## src/rtl/time_counter_24h.sv

```systemverilog
// rtl/time_counter_24h.sv - 24 h packed-BCD time-of-day counter with prescaler and set mode
// Advances HH:MM:SS once per TICK_DIV clocks; set mode steps hours/minutes independently.
module time_counter_24h #(
  parameter int TICK_DIV = 100_000_000
) (
  input  logic        clk,
  input  logic        reset,
  input  logic        run_en,
  input  logic        set_mode,
  input  logic        inc_hour,
  input  logic        inc_min,
  input  logic        clr_sec,
  output logic [19:0] time_out,
  output logic        sec_tick,
  output logic        day_wrap
);

  localparam int PW = (TICK_DIV > 2) ? $clog2(TICK_DIV) : 1;
  localparam logic [PW-1:0] PRESC_MAX = PW'(TICK_DIV - 1);

  logic [PW-1:0] presc_q, presc_d;
  logic [5:0]    hour_q, hour_d;
  logic [6:0]    min_q, min_d;
  logic [6:0]    sec_q, sec_d;
  logic          sec_tick_q, sec_tick_d;
  logic          day_wrap_q, day_wrap_d;
  logic          tick;
  logic          time_ok;
  logic          update;

  // BCD 00..59 increment with wrap
  function automatic logic [6:0] inc_60(input logic [6:0] v);
    if (v == 7'h59)
      return 7'h00;
    else if (v[3:0] == 4'd9)
      return {v[6:4] + 3'd1, 4'd0};
    else
      return {v[6:4], v[3:0] + 4'd1};
  endfunction

  // BCD 00..23 increment with wrap
  function automatic logic [5:0] inc_24(input logic [5:0] v);
    if (v == 6'h23)
      return 6'h00;
    else if (v[3:0] == 4'd9)
      return {v[5:4] + 2'd1, 4'd0};
    else
      return {v[5:4], v[3:0] + 4'd1};
  endfunction

  always_comb begin
    presc_d    = presc_q;
    hour_d     = hour_q;
    min_d      = min_q;
    sec_d      = sec_q;
    sec_tick_d = 1'b0;
    day_wrap_d = 1'b0;

    tick    = run_en && !set_mode && (presc_q == PRESC_MAX);
    time_ok = (sec_q[3:0] <= 4'd9) && (sec_q[6:4] <= 3'd5) &&
              (min_q[3:0] <= 4'd9) && (min_q[6:4] <= 3'd5) &&
              (hour_q[3:0] <= 4'd9) && (hour_q[5:4] <= 2'd2) &&
              !((hour_q[5:4] == 2'd2) && (hour_q[3:0] > 4'd3));
    update  = clr_sec || tick || (set_mode && (inc_hour || inc_min));

    if (clr_sec || set_mode)
      presc_d = '0;
    else if (run_en)
      presc_d = tick ? '0 : presc_q + 1'b1;

    // clr_sec wins over a coincident tick: no increment, no pulse
    if (clr_sec) begin
      sec_d = 7'h00;
    end else if (tick) begin
      sec_tick_d = 1'b1;
      sec_d      = inc_60(sec_q);
      if (sec_q == 7'h59) begin
        min_d = inc_60(min_q);
        if (min_q == 7'h59) begin
          hour_d     = inc_24(hour_q);
          day_wrap_d = (hour_q == 6'h23);
        end
      end
    end

    if (set_mode) begin
      if (inc_min)
        min_d = inc_60(min_q);
      if (inc_hour)
        hour_d = inc_24(hour_q);
    end

    if (update && !time_ok) begin
      hour_d     = 6'h00;
      min_d      = 7'h00;
      sec_d      = 7'h00;
      day_wrap_d = 1'b0;
    end
  end

  always_ff @(posedge clk or negedge reset) begin
    if (!reset) begin
      presc_q    <= '0;
      hour_q     <= 6'h00;
      min_q      <= 7'h00;
      sec_q      <= 7'h00;
      sec_tick_q <= 1'b0;
      day_wrap_q <= 1'b0;
    end else begin
      presc_q    <= presc_d;
      hour_q     <= hour_d;
      min_q      <= min_d;
      sec_q      <= sec_d;
      sec_tick_q <= sec_tick_d;
      day_wrap_q <= day_wrap_d;
    end
  end

  assign time_out = {hour_q, min_q, sec_q};
  assign sec_tick = sec_tick_q;
  assign day_wrap = day_wrap_q;

endmodule
```

## config.mk

```make
export PLATFORM = sky130hd
export DESIGN_NAME = time_counter_24h
export DESIGN_NICKNAME = d
export VERILOG_FILES = /design/src/rtl/time_counter_24h.sv
export SDC_FILE = /design/constraint.sdc
export NUM_CORES = 1
export LEC_CHECK = 0
export CORE_ASPECT_RATIO = 1.1
export CORE_UTILIZATION = 35
export DETAILED_ROUTE_END_ITERATION = 8
export MAX_ROUTING_LAYER = met4
export SYNTH_ARGS = -nofsm -noshare
export SYNTH_HDL_FRONTEND = slang
export SYNTH_SLANG_ARGS = --single-unit
```

## constraint.sdc

```tcl
create_clock -name clk -period 3.65 [get_ports clk]
set_input_delay 0.365 -clock clk [delete_from_list [all_inputs] [get_ports clk]]
set_output_delay 0.365 -clock clk [all_outputs]
set_load 0.03 [all_outputs]
```

After elaboration in Yosys (flattened, before gate mapping)
Cells that the tools add are included.

word-level totals
  bits in registers = 49
  input bits = 7
  word-level logic and storage cells = 83

operators by class
  add/sub/neg operators = 7
  magnitude comparators = 7
  equal/unequal tests = 8
  mux-type cells = 32
  reductions and logical operators = 22

operator list
  cell                     number
  $mux W7                  13
  $mux W27                 3
  $mux W6                  9
  $add A27 B1 Y27 const B  1
  $eq A27 B27 Y1 const B   1
  $eq A7 B7 Y1 const B     2
  $add A4 B1 Y4 const B    3
  $eq A4 B4 Y1 const B     3
  $le A4 B4 Y1 const B     3
  $logic_and A1 B1 Y1      11
  $mux W1                  7
  $add A3 B1 Y3 const B    2
  $eq A6 B6 Y1 const B     1
  $le A3 B3 Y1 const B     2
  $gt A4 B2 Y1 const B     1
  $logic_or A1 B1 Y1       4
  $reduce_bool A4 Y1       1
  $logic_not A1 Y1         3
  $reduce_bool A3 Y1       1
  $add A2 B1 Y2 const B    1
  $eq A2 B2 Y1 const B     1
  $le A2 B2 Y1 const B     1
  $reduce_and A2 Y1        1
  $reduce_bool A2 Y1       1

Depth between registers and ports, before layout
  depth in word-level cells = 11
  gate-level depth with buffers = 9

Worst setup path after synthesis
Ideal clock, no wire load.

  kind = flip-flop to flip-flop
  start point = reg sec_q[4]
  end point = reg hour_q[2]
  setup time = 0.077 ns
  arrival time = 2.147 ns
  data required time = 3.573 ns
  setup slack = 1.426 ns
  cell stages (with the launch flop) = 7
  buffers on the path = 0
  cell sequence = dfrtp_1 -> ha_1 -> nand2_1 -> nor4_1 -> a41oi_1 -> or4b_1 -> a21oi_1

between the ends
  longest elaborated chain between the ends = 10
  elaborated cells between the ends (all ways) = 16
  classes of those cells = 1 x order compare; 1 x eq/ne; 6 x mux; 8 x reduce/logical

RTL lines
  what                               line  text
  start: declaration                 24    logic [6:0] sec_q, sec_d;
  start signal: assignment           106   sec_q <= 7'h00;
  start signal: assignment           113   sec_q <= sec_d;
  $le A3 B3 Y1                       60    time_ok = (sec_q[3:0] <= 4'd9) && (sec_q[6:4] <= 3'd5) &&
  $logic_and A1 B1 Y1 (2 in series)  60
  $logic_and A1 B1 Y1 (2 in series)  61    (min_q[3:0] <= 4'd9) && (min_q[6:4] <= 3'd5) &&
  $logic_and A1 B1 Y1 (2 in series)  62    (hour_q[3:0] <= 4'd9) && (hour_q[5:4] <= 2'd2) &&
  $logic_not A1 Y1                   93    if (update && !time_ok) begin
  $logic_and A1 B1 Y1                93
  $mux W6 *                          93
  net hour_d[2]                      22    logic [5:0] hour_q, hour_d;
  end signal: assignment             111   hour_q <= hour_d;
  end: declaration                   22

The timed path passes the listed nets; every way through them passes the cells marked *.
A chain may end at the register's enable or synchronous reset.

Worst setup path after layout
  start point = reg presc_q[0]
  end point = reg hour_q[0]

between the ends
  longest elaborated chain between the ends = 7
  elaborated cells between the ends (all ways) = 10
  classes of those cells = 1 x eq/ne; 5 x mux; 4 x reduce/logical

RTL lines
  what                      line  text
  start: declaration        21    logic [PW-1:0] presc_q, presc_d;
  start signal: assignment  110   presc_q <= presc_d;
  $eq A27 B27 Y1 *          59    tick = run_en && !set_mode && (presc_q == PRESC_MAX);
  $logic_and A1 B1 Y1 *     59
  $mux W6                   74    end else if (tick) begin
  $mux W6                   72    if (clr_sec) begin
  $mux W6                   89    if (inc_hour)
  $mux W6                   86    if (set_mode) begin
  $mux W6 *                 93
  net hour_d[0]             22

Marks and branches as above.

==> run_results.csv <==
group,metric,value,unit
setup_path,end_kind,"flop",
power,p_leak,1.235,nW
synth,avgSynthCellArea,9.119,µm²
global_route,antenna_found_initial,0,
outcome,outcome,"finished clean",
power,max-vdd-ir-drop,0.1465,mV
layout,syn2layout_area_growth,16.31,%
synth,synth-edff-count,0,
setup_path,critical_path_buf_inv_count,0,
layout,drive_above_1_share,5.917,%
clocking,cts_hold_buf,0,
synth,ys_warn_count,0,
layout,fin_util,41.82,%
synth,synth_area,2845,µm²
synth,syn_inst,312,
layout,diodes,0,
sta,rsz0062_at_grt,"no",
drt,antenna_left,0,
synth,async_flop_share,100.0,%
clocking,clock-sinks,49,
setup_path,rr_startpoint,"presc_q[0]",
layout,fin_nets,351,
synth,syn_nets,326,
floorplanning,die_area,8494,µm²
setup_path,cp-startpoint,"presc_q[0]",
clocking,clk_pin_slew,0.10,ns
sta,finalSetupViolCount,0,
global_route,track_usage,16.21,%
placed_design,gp_congestion,0.8123,
global_route,grt_pass1_vias,2238,
clocking,htreeDepth,2,
sta,slew_headroom,50.83,%
setup_path,worstSetupPathType,"reg2reg",
setup_path,critical-path-top-delay-family,"simple AND/OR/NAND/NOR gates",
layout,fill_cells,807,
power,pwr_density_cell,405.1,nW/µm²
setup_path,crit_chain,"ha_1, nand3_1, or3_1, or3_1, a31oi_4, and3b_1",
floorplanning,fp.dieH,96.57,µm
floorplanning,rows,34,
setup_path,crit_path_start_kind,"flop",
floorplanning,io_pins,29,
global_route,grt-ovfl-total,0,
sta,max_freq,378.3,MHz
clocking,cts-root-buf,"clkbuf_8",
floorplanning,coreArea,7913,µm²
drt,viasPerCell,5.395,
min_path,hp-class,"in2async",
drt,drt_iter0_markers,133,
setup_path,path_common_cell,"or3_1",
synth,synthFlopType,"dfrtp_1",
synth,yosys_register_bits,49,
flow_run,max_cap_viol_count,0,
global_route,grt_pass1_wl,10420,µm
sta,slew_violations,0,
setup_path,crit_arrival,2.83,ns
sta,skew,0.01256,ns
floorplanning,initial_core_util,35.96,%
clocking,cts_resized,0,
setup_path,critPathMaxStageDelay,0.54,ns
clocking,cts_setup_buffers,0,
synth,synth_cell_types,45,
floorplanning,die_width,87.97,µm
setup_path,crit_path_top_delay_cell,"or3_1",
sta,finalSetupTns,0,ns
layout,final_common_cell,"dfrtp_1",
drt,wire_per_inst,14.39,µm
placed_design,hpwl,4545,µm
drt,vias,2406,
sta,worst_pin_slew,0.7341,ns
drt,dr.pass1.iters,6,
layout,layout_common_cells,"dfrtp_1, nor2_1, clkdlybuf4s50_1",
sta,min_period,2.644,ns
setup_path,worstPathRequired,3.84,ns
sta,finalHoldViolations,0,
drt,wl,6418,µm
placed_design,io_buffers,28,
global_route,grt_max_degree,50,
clocking,clock_path_buffers,2,
setup_path,cp_max_fo,17,
sta,finalCritPeriodShare,72.43,%
drt,drc,0,
synth,yosysSeqAreaShare,43.10,%
clocking,numCtsBuffers,5,
clocking,cts_tree,"yes",
clocking,insertion_delay,0.30,ns
-- final timing paths --
| check | depth (start not counted) | to | slack [ns] |
|---|---|---|---|
| worst max-delay path | 6 | hour_q[0] | 1.01 |
| max in group asynchronous | 2 | presc_q[6] | 3.07 |
| min in group clk | 1 | presc_q[23] | 0.54 |
| worst min register to register | 1 | presc_q[23] | 0.54 |
| worst min-delay path | 2 | min_q[0] | 0.15 |
| worst max register to register | 6 | hour_q[0] | 1.01 |
-- cells by family (layout without fill, tap and decap cells) --
family | Yosys count | count (layout) | synth area share, %
AOI/OAI and AO/OA | 61 | 61 | 13.28
xor gates and xnor gates | 20 | 20 | 6.157
adders and majority gates | 7 | 7 | 3.078
buffers and inverters | 22 | 48 | 3.342
DFF | 49 | 49 | 43.10
muxes | 4 | 4 | 1.451
and+or+nand+nor | 149 | 149 | 29.60
-- area by class of cell --
| cell class | instances | area, µm² | share of cell area, % |
|---|---|---|---|
| Clock inverter | 2 | 13.76 | 0.4159 |
| Clock buffer | 6 | 82.58 | 2.495 |
| Multi-Input combinational cell | 241 | 1524 | 46.05 |
| Sequential cell | 49 | 1226 | 37.05 |
| Tap cell | 108 | 135.1 | 4.083 |
| Inverter | 10 | 37.54 | 1.134 |
| Timing Repair Buffer | 30 | 290.3 | 8.771 |
-- stage by stage --
step / cell area, µm² / cells / hold WS (ns) / worst slack [ns] / total power [mW]
finish: 3309 / 446 / 0.1543 / 1.006 / 1.341
global route: 3309 / 446 / 0.2156 / 0.8339 / 1.417
CTS: 3309 / 446 / 0.1793 / 0.9886 / 1.361
detailed placement: 3213 / 438 / 0.5156 / 0.7153 / 1.015
global placement: 3213 / 438 / 0.5090 / 0.8290 / 1.009
floorplan: 2845 / 312 / 0.06941 / 1.426 / 0.8727
-- registers in the layout (all words and copies together), names as in the netlist --
register / count
sec_q: 7
day_wrap: 1
sec_tick: 1
min_q: 7
presc_q: 27
hour_q: 6
-- synthesized netlist by cell type (4+ instances only) --
| library cell | count | share of area (%) |
|---|---|---|
| a21oi_1 | 18 | 3.2 |
| clkbuf_1 | 7 | 0.92 |
| dfrtp_1 | 49 | 43 |
| a41oi_1 | 5 | 1.5 |
| nor2_1 | 34 | 4.5 |
| nand3_1 | 13 | 2.3 |
| or3_1 | 14 | 3.1 |
| and4_1 | 5 | 1.5 |
| a31oi_1 | 4 | 0.88 |
| o21ai_0 | 22 | 3.9 |
| nand4_1 | 7 | 1.5 |
| xnor2_1 | 13 | 4.0 |
| inv_1 | 10 | 1.3 |
| xor2_1 | 7 | 2.2 |
| ha_1 | 7 | 3.1 |
| nor3_1 | 17 | 3.0 |
| nor4_1 | 9 | 2.0 |
| buf_2 | 4 | 0.70 |
| nand2_1 | 18 | 2.4 |
| and3_1 | 5 | 1.1 |
| o211ai_1 | 4 | 1.1 |
-- metal layers --
| metal | vias up | track usage [%] | routed length (µm) |
|---|---|---|---|
| met4 | 0 | 3.962 | 70 |
| met3 | 6 | 3.314 | 181 |
| li1 | 1197 | - | - |
| met1 | 1166 | 19.37 | 2998 |
| met2 | 37 | 27.97 | 3167 |
| met5 | - | - | 0 |
-- power by group --
group | total (mW) | internal, mW | switching (mW)
logic | 0.344 | 0.138 | 0.206
registers | 0.655 | 0.581 | 0.0737
clock network | 0.342 | 0.154 | 0.188
No activity file was read; power rests on OpenSTA's default activity.
